===== src/rtl/mem_wb_if.sv =====
// MEM/WB boundary bundle: MEM-stage inputs, stall/flush control and the registered WB outputs.
// The master side drives MEM and control signals; the slave side is the MEM/WB stage itself.
interface mem_wb_if #(
   parameter int DATA_W = 32,
   parameter int REG_AW = 5,
   parameter int CNT_W  = 32
);
   logic              mem_valid;
   logic [DATA_W-1:0] mem_alu_result;
   logic [DATA_W-1:0] mem_read_data;
   logic              mem_to_reg;
   logic              mem_reg_write;
   logic [REG_AW-1:0] mem_write_reg;
   logic [1:0]        mem_ld_size;
   logic              mem_ld_unsigned;
   logic              stall;
   logic              flush;

   logic              wb_valid;
   logic              wb_reg_write;
   logic [REG_AW-1:0] wb_write_reg;
   logic [DATA_W-1:0] wb_write_data;
   logic              wb_misalign;
   logic [CNT_W-1:0]  retired_count;

   modport master (
      output mem_valid, mem_alu_result, mem_read_data, mem_to_reg, mem_reg_write,
             mem_write_reg, mem_ld_size, mem_ld_unsigned, stall, flush,
      input  wb_valid, wb_reg_write, wb_write_reg, wb_write_data, wb_misalign, retired_count
   );

   modport slave (
      input  mem_valid, mem_alu_result, mem_read_data, mem_to_reg, mem_reg_write,
             mem_write_reg, mem_ld_size, mem_ld_unsigned, stall, flush,
      output wb_valid, wb_reg_write, wb_write_reg, wb_write_data, wb_misalign, retired_count
   );
endinterface


===== src/rtl/mem_wb_stage.sv =====
// MEM/WB pipeline register: load sizing/extension, mem-to-reg select, misalignment detect,
// stall/flush handling and a retired-instruction counter.
module mem_wb_stage #(
   parameter int DATA_W = 32,
   parameter int REG_AW = 5,
   parameter int CNT_W  = 32
) (
   input  logic       clk,
   input  logic       rst_n,
   mem_wb_if.slave    bus
);

   localparam logic [1:0] SZ_BYTE = 2'b00;
   localparam logic [1:0] SZ_HALF = 2'b01;

   function automatic logic [31:0] fmt_load(input logic [31:0] rd, input logic [1:0] lane,
                                            input logic [1:0] sz, input logic uns);
      logic [7:0]  b;
      logic [15:0] h;
      logic        sb;
      logic        sh;
      b = 8'h00;
      case (lane)
         2'd0:    b = rd[7:0];
         2'd1:    b = rd[15:8];
         2'd2:    b = rd[23:16];
         default: b = rd[31:24];
      endcase
      h  = lane[1] ? rd[31:16] : rd[15:0];
      sb = ~uns & b[7];
      sh = ~uns & h[15];
      case (sz)
         SZ_BYTE: fmt_load = {{24{sb}}, b};
         SZ_HALF: fmt_load = {{16{sh}}, h};
         default: fmt_load = rd;
      endcase
   endfunction

   function automatic logic is_misaligned(input logic [1:0] lane, input logic [1:0] sz);
      case (sz)
         SZ_BYTE: is_misaligned = 1'b0;
         SZ_HALF: is_misaligned = lane[0];
         default: is_misaligned = (lane != 2'b00);
      endcase
   endfunction

   logic              valid_q,     valid_d;
   logic              reg_write_q, reg_write_d;
   logic [REG_AW-1:0] write_reg_q, write_reg_d;
   logic [DATA_W-1:0] write_data_q, write_data_d;
   logic              misalign_q,  misalign_d;
   logic [CNT_W-1:0]  count_q,     count_d;

   logic              misalign;
   logic [DATA_W-1:0] load_data;

   // MEM-stage formatting, ahead of the WB register
   assign load_data = fmt_load(bus.mem_read_data, bus.mem_alu_result[1:0],
                               bus.mem_ld_size, bus.mem_ld_unsigned);
   assign misalign  = bus.mem_valid & bus.mem_to_reg &
                      is_misaligned(bus.mem_alu_result[1:0], bus.mem_ld_size);

   always_comb begin
      valid_d      = valid_q;
      reg_write_d  = reg_write_q;
      write_reg_d  = write_reg_q;
      write_data_d = write_data_q;
      misalign_d   = misalign_q;
      count_d      = count_q;
      if (bus.flush) begin
         valid_d     = 1'b0;
         reg_write_d = 1'b0;
         misalign_d  = 1'b0;
      end else if (!bus.stall) begin
         valid_d      = bus.mem_valid;
         reg_write_d  = bus.mem_valid & bus.mem_reg_write &
                        (bus.mem_write_reg != '0) & ~misalign;
         write_reg_d  = bus.mem_write_reg;
         write_data_d = bus.mem_to_reg ? load_data : bus.mem_alu_result;
         misalign_d   = misalign;
         if (bus.mem_valid && !misalign)
            count_d = count_q + {{(CNT_W-1){1'b0}}, 1'b1};
      end
   end

   // WB register stage
   always_ff @(posedge clk or negedge rst_n) begin
      if (!rst_n) begin
         valid_q      <= 1'b0;
         reg_write_q  <= 1'b0;
         write_reg_q  <= '0;
         write_data_q <= '0;
         misalign_q   <= 1'b0;
         count_q      <= '0;
      end else begin
         valid_q      <= valid_d;
         reg_write_q  <= reg_write_d;
         write_reg_q  <= write_reg_d;
         write_data_q <= write_data_d;
         misalign_q   <= misalign_d;
         count_q      <= count_d;
      end
   end

   assign bus.wb_valid      = valid_q;
   assign bus.wb_reg_write  = reg_write_q;
   assign bus.wb_write_reg  = write_reg_q;
   assign bus.wb_write_data = write_data_q;
   assign bus.wb_misalign   = misalign_q;
   assign bus.retired_count = count_q;

endmodule


===== src/flat_wrapper.sv =====
// flat-port wrapper written by rule: the top's interface ports become plain ports
module mem_wb_stage_flat 
#(
   parameter int DATA_W = 32,
   parameter int REG_AW = 5,
   parameter int CNT_W  = 32
)
  (clk, rst_n, bus_mem_valid, bus_mem_alu_result, bus_mem_read_data, bus_mem_to_reg, bus_mem_reg_write, bus_mem_write_reg, bus_mem_ld_size, bus_mem_ld_unsigned, bus_stall, bus_flush, bus_wb_valid, bus_wb_reg_write, bus_wb_write_reg, bus_wb_write_data, bus_wb_misalign, bus_retired_count);
  mem_wb_if #(.DATA_W(DATA_W), .REG_AW(REG_AW), .CNT_W(CNT_W)) bus_i ();
  input  logic clk;
  input  logic rst_n;
  input wire logic [$bits(bus_i.mem_valid)-1:0] bus_mem_valid;
  input wire logic [$bits(bus_i.mem_alu_result)-1:0] bus_mem_alu_result;
  input wire logic [$bits(bus_i.mem_read_data)-1:0] bus_mem_read_data;
  input wire logic [$bits(bus_i.mem_to_reg)-1:0] bus_mem_to_reg;
  input wire logic [$bits(bus_i.mem_reg_write)-1:0] bus_mem_reg_write;
  input wire logic [$bits(bus_i.mem_write_reg)-1:0] bus_mem_write_reg;
  input wire logic [$bits(bus_i.mem_ld_size)-1:0] bus_mem_ld_size;
  input wire logic [$bits(bus_i.mem_ld_unsigned)-1:0] bus_mem_ld_unsigned;
  input wire logic [$bits(bus_i.stall)-1:0] bus_stall;
  input wire logic [$bits(bus_i.flush)-1:0] bus_flush;
  output wire logic [$bits(bus_i.wb_valid)-1:0] bus_wb_valid;
  output wire logic [$bits(bus_i.wb_reg_write)-1:0] bus_wb_reg_write;
  output wire logic [$bits(bus_i.wb_write_reg)-1:0] bus_wb_write_reg;
  output wire logic [$bits(bus_i.wb_write_data)-1:0] bus_wb_write_data;
  output wire logic [$bits(bus_i.wb_misalign)-1:0] bus_wb_misalign;
  output wire logic [$bits(bus_i.retired_count)-1:0] bus_retired_count;
  assign bus_i.mem_valid = bus_mem_valid;
  assign bus_i.mem_alu_result = bus_mem_alu_result;
  assign bus_i.mem_read_data = bus_mem_read_data;
  assign bus_i.mem_to_reg = bus_mem_to_reg;
  assign bus_i.mem_reg_write = bus_mem_reg_write;
  assign bus_i.mem_write_reg = bus_mem_write_reg;
  assign bus_i.mem_ld_size = bus_mem_ld_size;
  assign bus_i.mem_ld_unsigned = bus_mem_ld_unsigned;
  assign bus_i.stall = bus_stall;
  assign bus_i.flush = bus_flush;
  assign bus_wb_valid = bus_i.wb_valid;
  assign bus_wb_reg_write = bus_i.wb_reg_write;
  assign bus_wb_write_reg = bus_i.wb_write_reg;
  assign bus_wb_write_data = bus_i.wb_write_data;
  assign bus_wb_misalign = bus_i.wb_misalign;
  assign bus_retired_count = bus_i.retired_count;
  mem_wb_stage #(.DATA_W(DATA_W), .REG_AW(REG_AW), .CNT_W(CNT_W)) u_core (.clk(clk), .rst_n(rst_n), .bus(bus_i));
endmodule

===== config.mk =====
export PLATFORM = sky130hd
export DESIGN_NAME = mem_wb_stage_flat
export DESIGN_NICKNAME = d
export VERILOG_FILES = /design/src/rtl/mem_wb_if.sv /design/src/rtl/mem_wb_stage.sv /design/src/flat_wrapper.sv
export SDC_FILE = /design/constraint.sdc
export NUM_CORES = 1
export LEC_CHECK = 0
export ABC_CLOCK_PERIOD_IN_PS = 1790
export CAP_MARGIN = 15
export CELL_PAD_IN_SITES_DETAIL_PLACEMENT = 1
export CELL_PAD_IN_SITES_GLOBAL_PLACEMENT = 1
export CORE_MARGIN = 2
export CORE_UTILIZATION = 29
export CTS_CLUSTER_SIZE = 25
export DETAILED_ROUTE_END_ITERATION = 10
export GPL_TIMING_DRIVEN = 0
export PLACE_DENSITY = 0.74
export SYNTH_ARGS = -nofsm -noshare
export SYNTH_HDL_FRONTEND = slang
export SYNTH_SLANG_ARGS = --single-unit

===== constraint.sdc =====
create_clock -name clk -period 1.79 [get_ports clk]
set_clock_uncertainty 0.1 [all_clocks]
set_input_delay 0.2685 -clock clk [delete_from_list [all_inputs] [get_ports clk]]
set_output_delay 0.2685 -clock clk [all_outputs]
set_load 0.02 [all_outputs]

==> run metrics <==
maximum fanout along the worst path=9; status=complete, but fails checks; max-cap violations=0; Syn Std Cell Area=3899 µm²; PortBufs=150; fraction of layout instances using a drive strength above 1=0.1643; Setup violations, final=7; CTS tree=yes; Final Max Tran Viols=0; footprint of the multi-input gates=2076 µm²; Non-Filler Instances=797; Mean Syn Cell Area=9.025 µm²; Post-Synth XOR/XNOR Area=0.06964; routability cong.=0.8627; first-pass GRT wire length=22.45 mm; crit share post-route=1.024; CP Launch Type=register; critical path class=register to register; Gate Count Post-Synth=432; post-synthesis adder-cell area fraction=0.003209; Routed Wire Length=14.39 mm; Syn Nets=512; cts bufs inserted=9; initial core utilization=0.2956; clk slew on worst S/H paths=0.06 ns; largest family of logic cells by synthesized area=simple AND/OR/NAND/NOR gates; placed cell count=759; fin crit period=1.832 ns; worst skew pair latency=0.34 ns; Util after Layout=0.4844; First DRT Iteration DRCs=156; Root Driver=clkbuf_16; Setup WS post-layout=-0.04244 ns; number of antenna diodes=0; #FFs+latches synth=72; Fill cells=1498; clock sinks=72; Synth Warn #=0; DRC=0; GRT Residual Overflow=0; sequential-to-total area share from yosys stat=0.4621; hold_ws=0.1816 ns; Post-DP HPWL=10.72 mm; worst slew pin tran=0.4848 ns; Final nets=696; DRT Pass-1 Iters=4; CP max-delay cell=dfrtp_2; Total GRT Usage=0.2006; CTS max path bufs=2; Post-synth EDFFs=0; crit-path cells=and4_4, nand2_8, nor4_4, buf_4, nand4_1, xnor2_1; vias in the first global route=4206; Async SR Flop Fraction=1.000; Critical Path End Type=register; FF+latch area=1810 µm²; row count=42; post-synthesis simple-gate area fraction=0.2323; most frequent cells in the layout=clkdlybuf4s50_1 (124), nand2_1 (87), dfrtp_1 (65), buf_4 (24), a21oi_1 (21); CP Buf/Inv Count=1; post-synthesis compound-gate area fraction=0.1617; IO Count=151; Final ANT Viol Nets=0; Fin. Hold Viols=0; Slew headroom=0.6764; DR vias=3949; CP max stage delay=0.41 ns; failing checks=setup timing; mux share of post-synthesis cell area=0.02599; leakage power=2.972 nW; Pwr Density=845.5 nW/µm²; CP required=1.94 ns; core area=13190 µm²; CP delay by family, top=simple AND/OR/NAND/NOR gates; H-tree depth=3; drt via density=4.955; maximum operating frequency=545.7 MHz; full die area=14390 µm²; WP data arrival=1.98 ns; synthesis-to-layout area growth=63.90%; synth unique cells=50; worst vdd ir=0.4428 mV; chip height=119.9 µm; DR WL/cell=18.05 µm; Hold Path Class=input pin to register; most used flip-flop cell after synthesis=dfrtp_1; initial antenna violation count=0; largest net degree at the start of global routing=48; most common cell after layout, fill and taps aside=clkdlybuf4s50_1; die width=119.9 µm; RSZ-0062 raised after global routing=true
## repair_timing
| action | in CTS | in global routing |
|---|---|---|
| endpoints found under the hold margin | 25 | 0 |
| resized for setup | 35 | 55 |
| pin swaps | 7 | 20 |
| endpoints found under the setup margin | 70 | 65 |
| gates cloned | 1 | 0 |
| hold buffers | 1 | 0 |
| setup buffers | 6 | 14 |
## through the flow
step                setup WS (ns)    TNS, ns  power, W  cell area, µm²
global placement           -2.511    -194.72  0.003225            5632
CTS                     0.0004379          0  0.005425            6153
floorplan               -0.008162  -0.008162  0.002520            3910
finish                   -0.04244    -0.1559  0.005402            6390
detailed placement        -0.7008     -35.82  0.003269            5657
global route              -0.1459     -1.136  0.005650            6390
## cells in the mapped netlist, drive strengths merged (3+ instances only)
cell type | n | area (µm²)
or3 | 10 | 62.56
a31oi | 6 | 37.54
nand3 | 12 | 65.06
nor2b | 3 | 18.77
dfrtp | 72 | 1802
nand2 | 89 | 336.6
mux2i | 9 | 90.09
nand2b | 8 | 50.05
a21oi | 22 | 121.4
and3 | 3 | 18.77
xor2 | 13 | 113.9
o21ai | 35 | 175.2
o22ai | 16 | 100.1
buf | 10 | 62.56
inv | 13 | 48.80
nor2 | 20 | 75.07
clkbuf | 17 | 63.81
o221ai | 5 | 43.79
nor4 | 3 | 63.81
nand4 | 4 | 31.28
nor3 | 8 | 55.05
xnor2 | 18 | 157.7
nor3b | 6 | 50.05
a22oi | 7 | 52.55
and4 | 6 | 52.55
## cell families (layout without fill, tap and decap cells)
group           after synthesis  in the layout
flops                        72             72
xor+xnor                     31             31
compound gates              102            102
fa+ha+maj                     1              1
mux                          10             10
buf+inv                      40            229
simple gates                176            176
## final timing paths
check | from | endpoint | slack (ns) | cells past startpoint
worst max register to register | u_core.bus.retired_count[4] | u_core.bus.retired_count[29] | -0.04 | 6
min in group asynchronous | rst_n | u_core.bus.wb_write_data[17] | 0.30 | 2
max in group asynchronous | rst_n | u_core.bus.retired_count[19] | 0.72 | 3
worst max-delay path | u_core.bus.retired_count[4] | u_core.bus.retired_count[29] | -0.04 | 6
worst min-delay path | bus_mem_valid | u_core.bus.wb_valid | 0.18 | 3
worst min register to register | u_core.bus.retired_count[31] | u_core.bus.retired_count[31] | 0.38 | 1
## power breakdown
group	total [W]	switching, W	internal (W)
clock network	0.00213	0.000732	0.00140
registers	0.00196	0.000160	0.00180
logic	0.00131	0.000672	0.000641
## layout make-up
cell class                 count  share of cell area
clock buffer                  11             0.03799
inverter                      13            0.007637
sequential                    72              0.2833
timing repair buffer         173              0.2712
tap                          176             0.03446
multi-input combinational    320              0.3248
buffer                        27             0.02428
clock inverter                 5             0.01625
## per-layer routing
metal / GRT usage / vias to the layer above / wire length, µm / share of wire
met2: 0.3210 / 132 / 6904 / 0.48
met3: 0.05989 / 25 / 894 / 0.062
met4: 0.07868 / 0 / 379 / 0.026
met1: 0.2538 / 1914 / 6207 / 0.43
met5: 0 / - / 0 / 0
li1: - / 1878 / - / -
## tightest hold or removal path, cell delays in order
cell and delay (ns):
dlymetal6s2s_1 0.13, nand2b_1 0.10, a21oi_1 0.07
(Power assumes the default switching activity.)
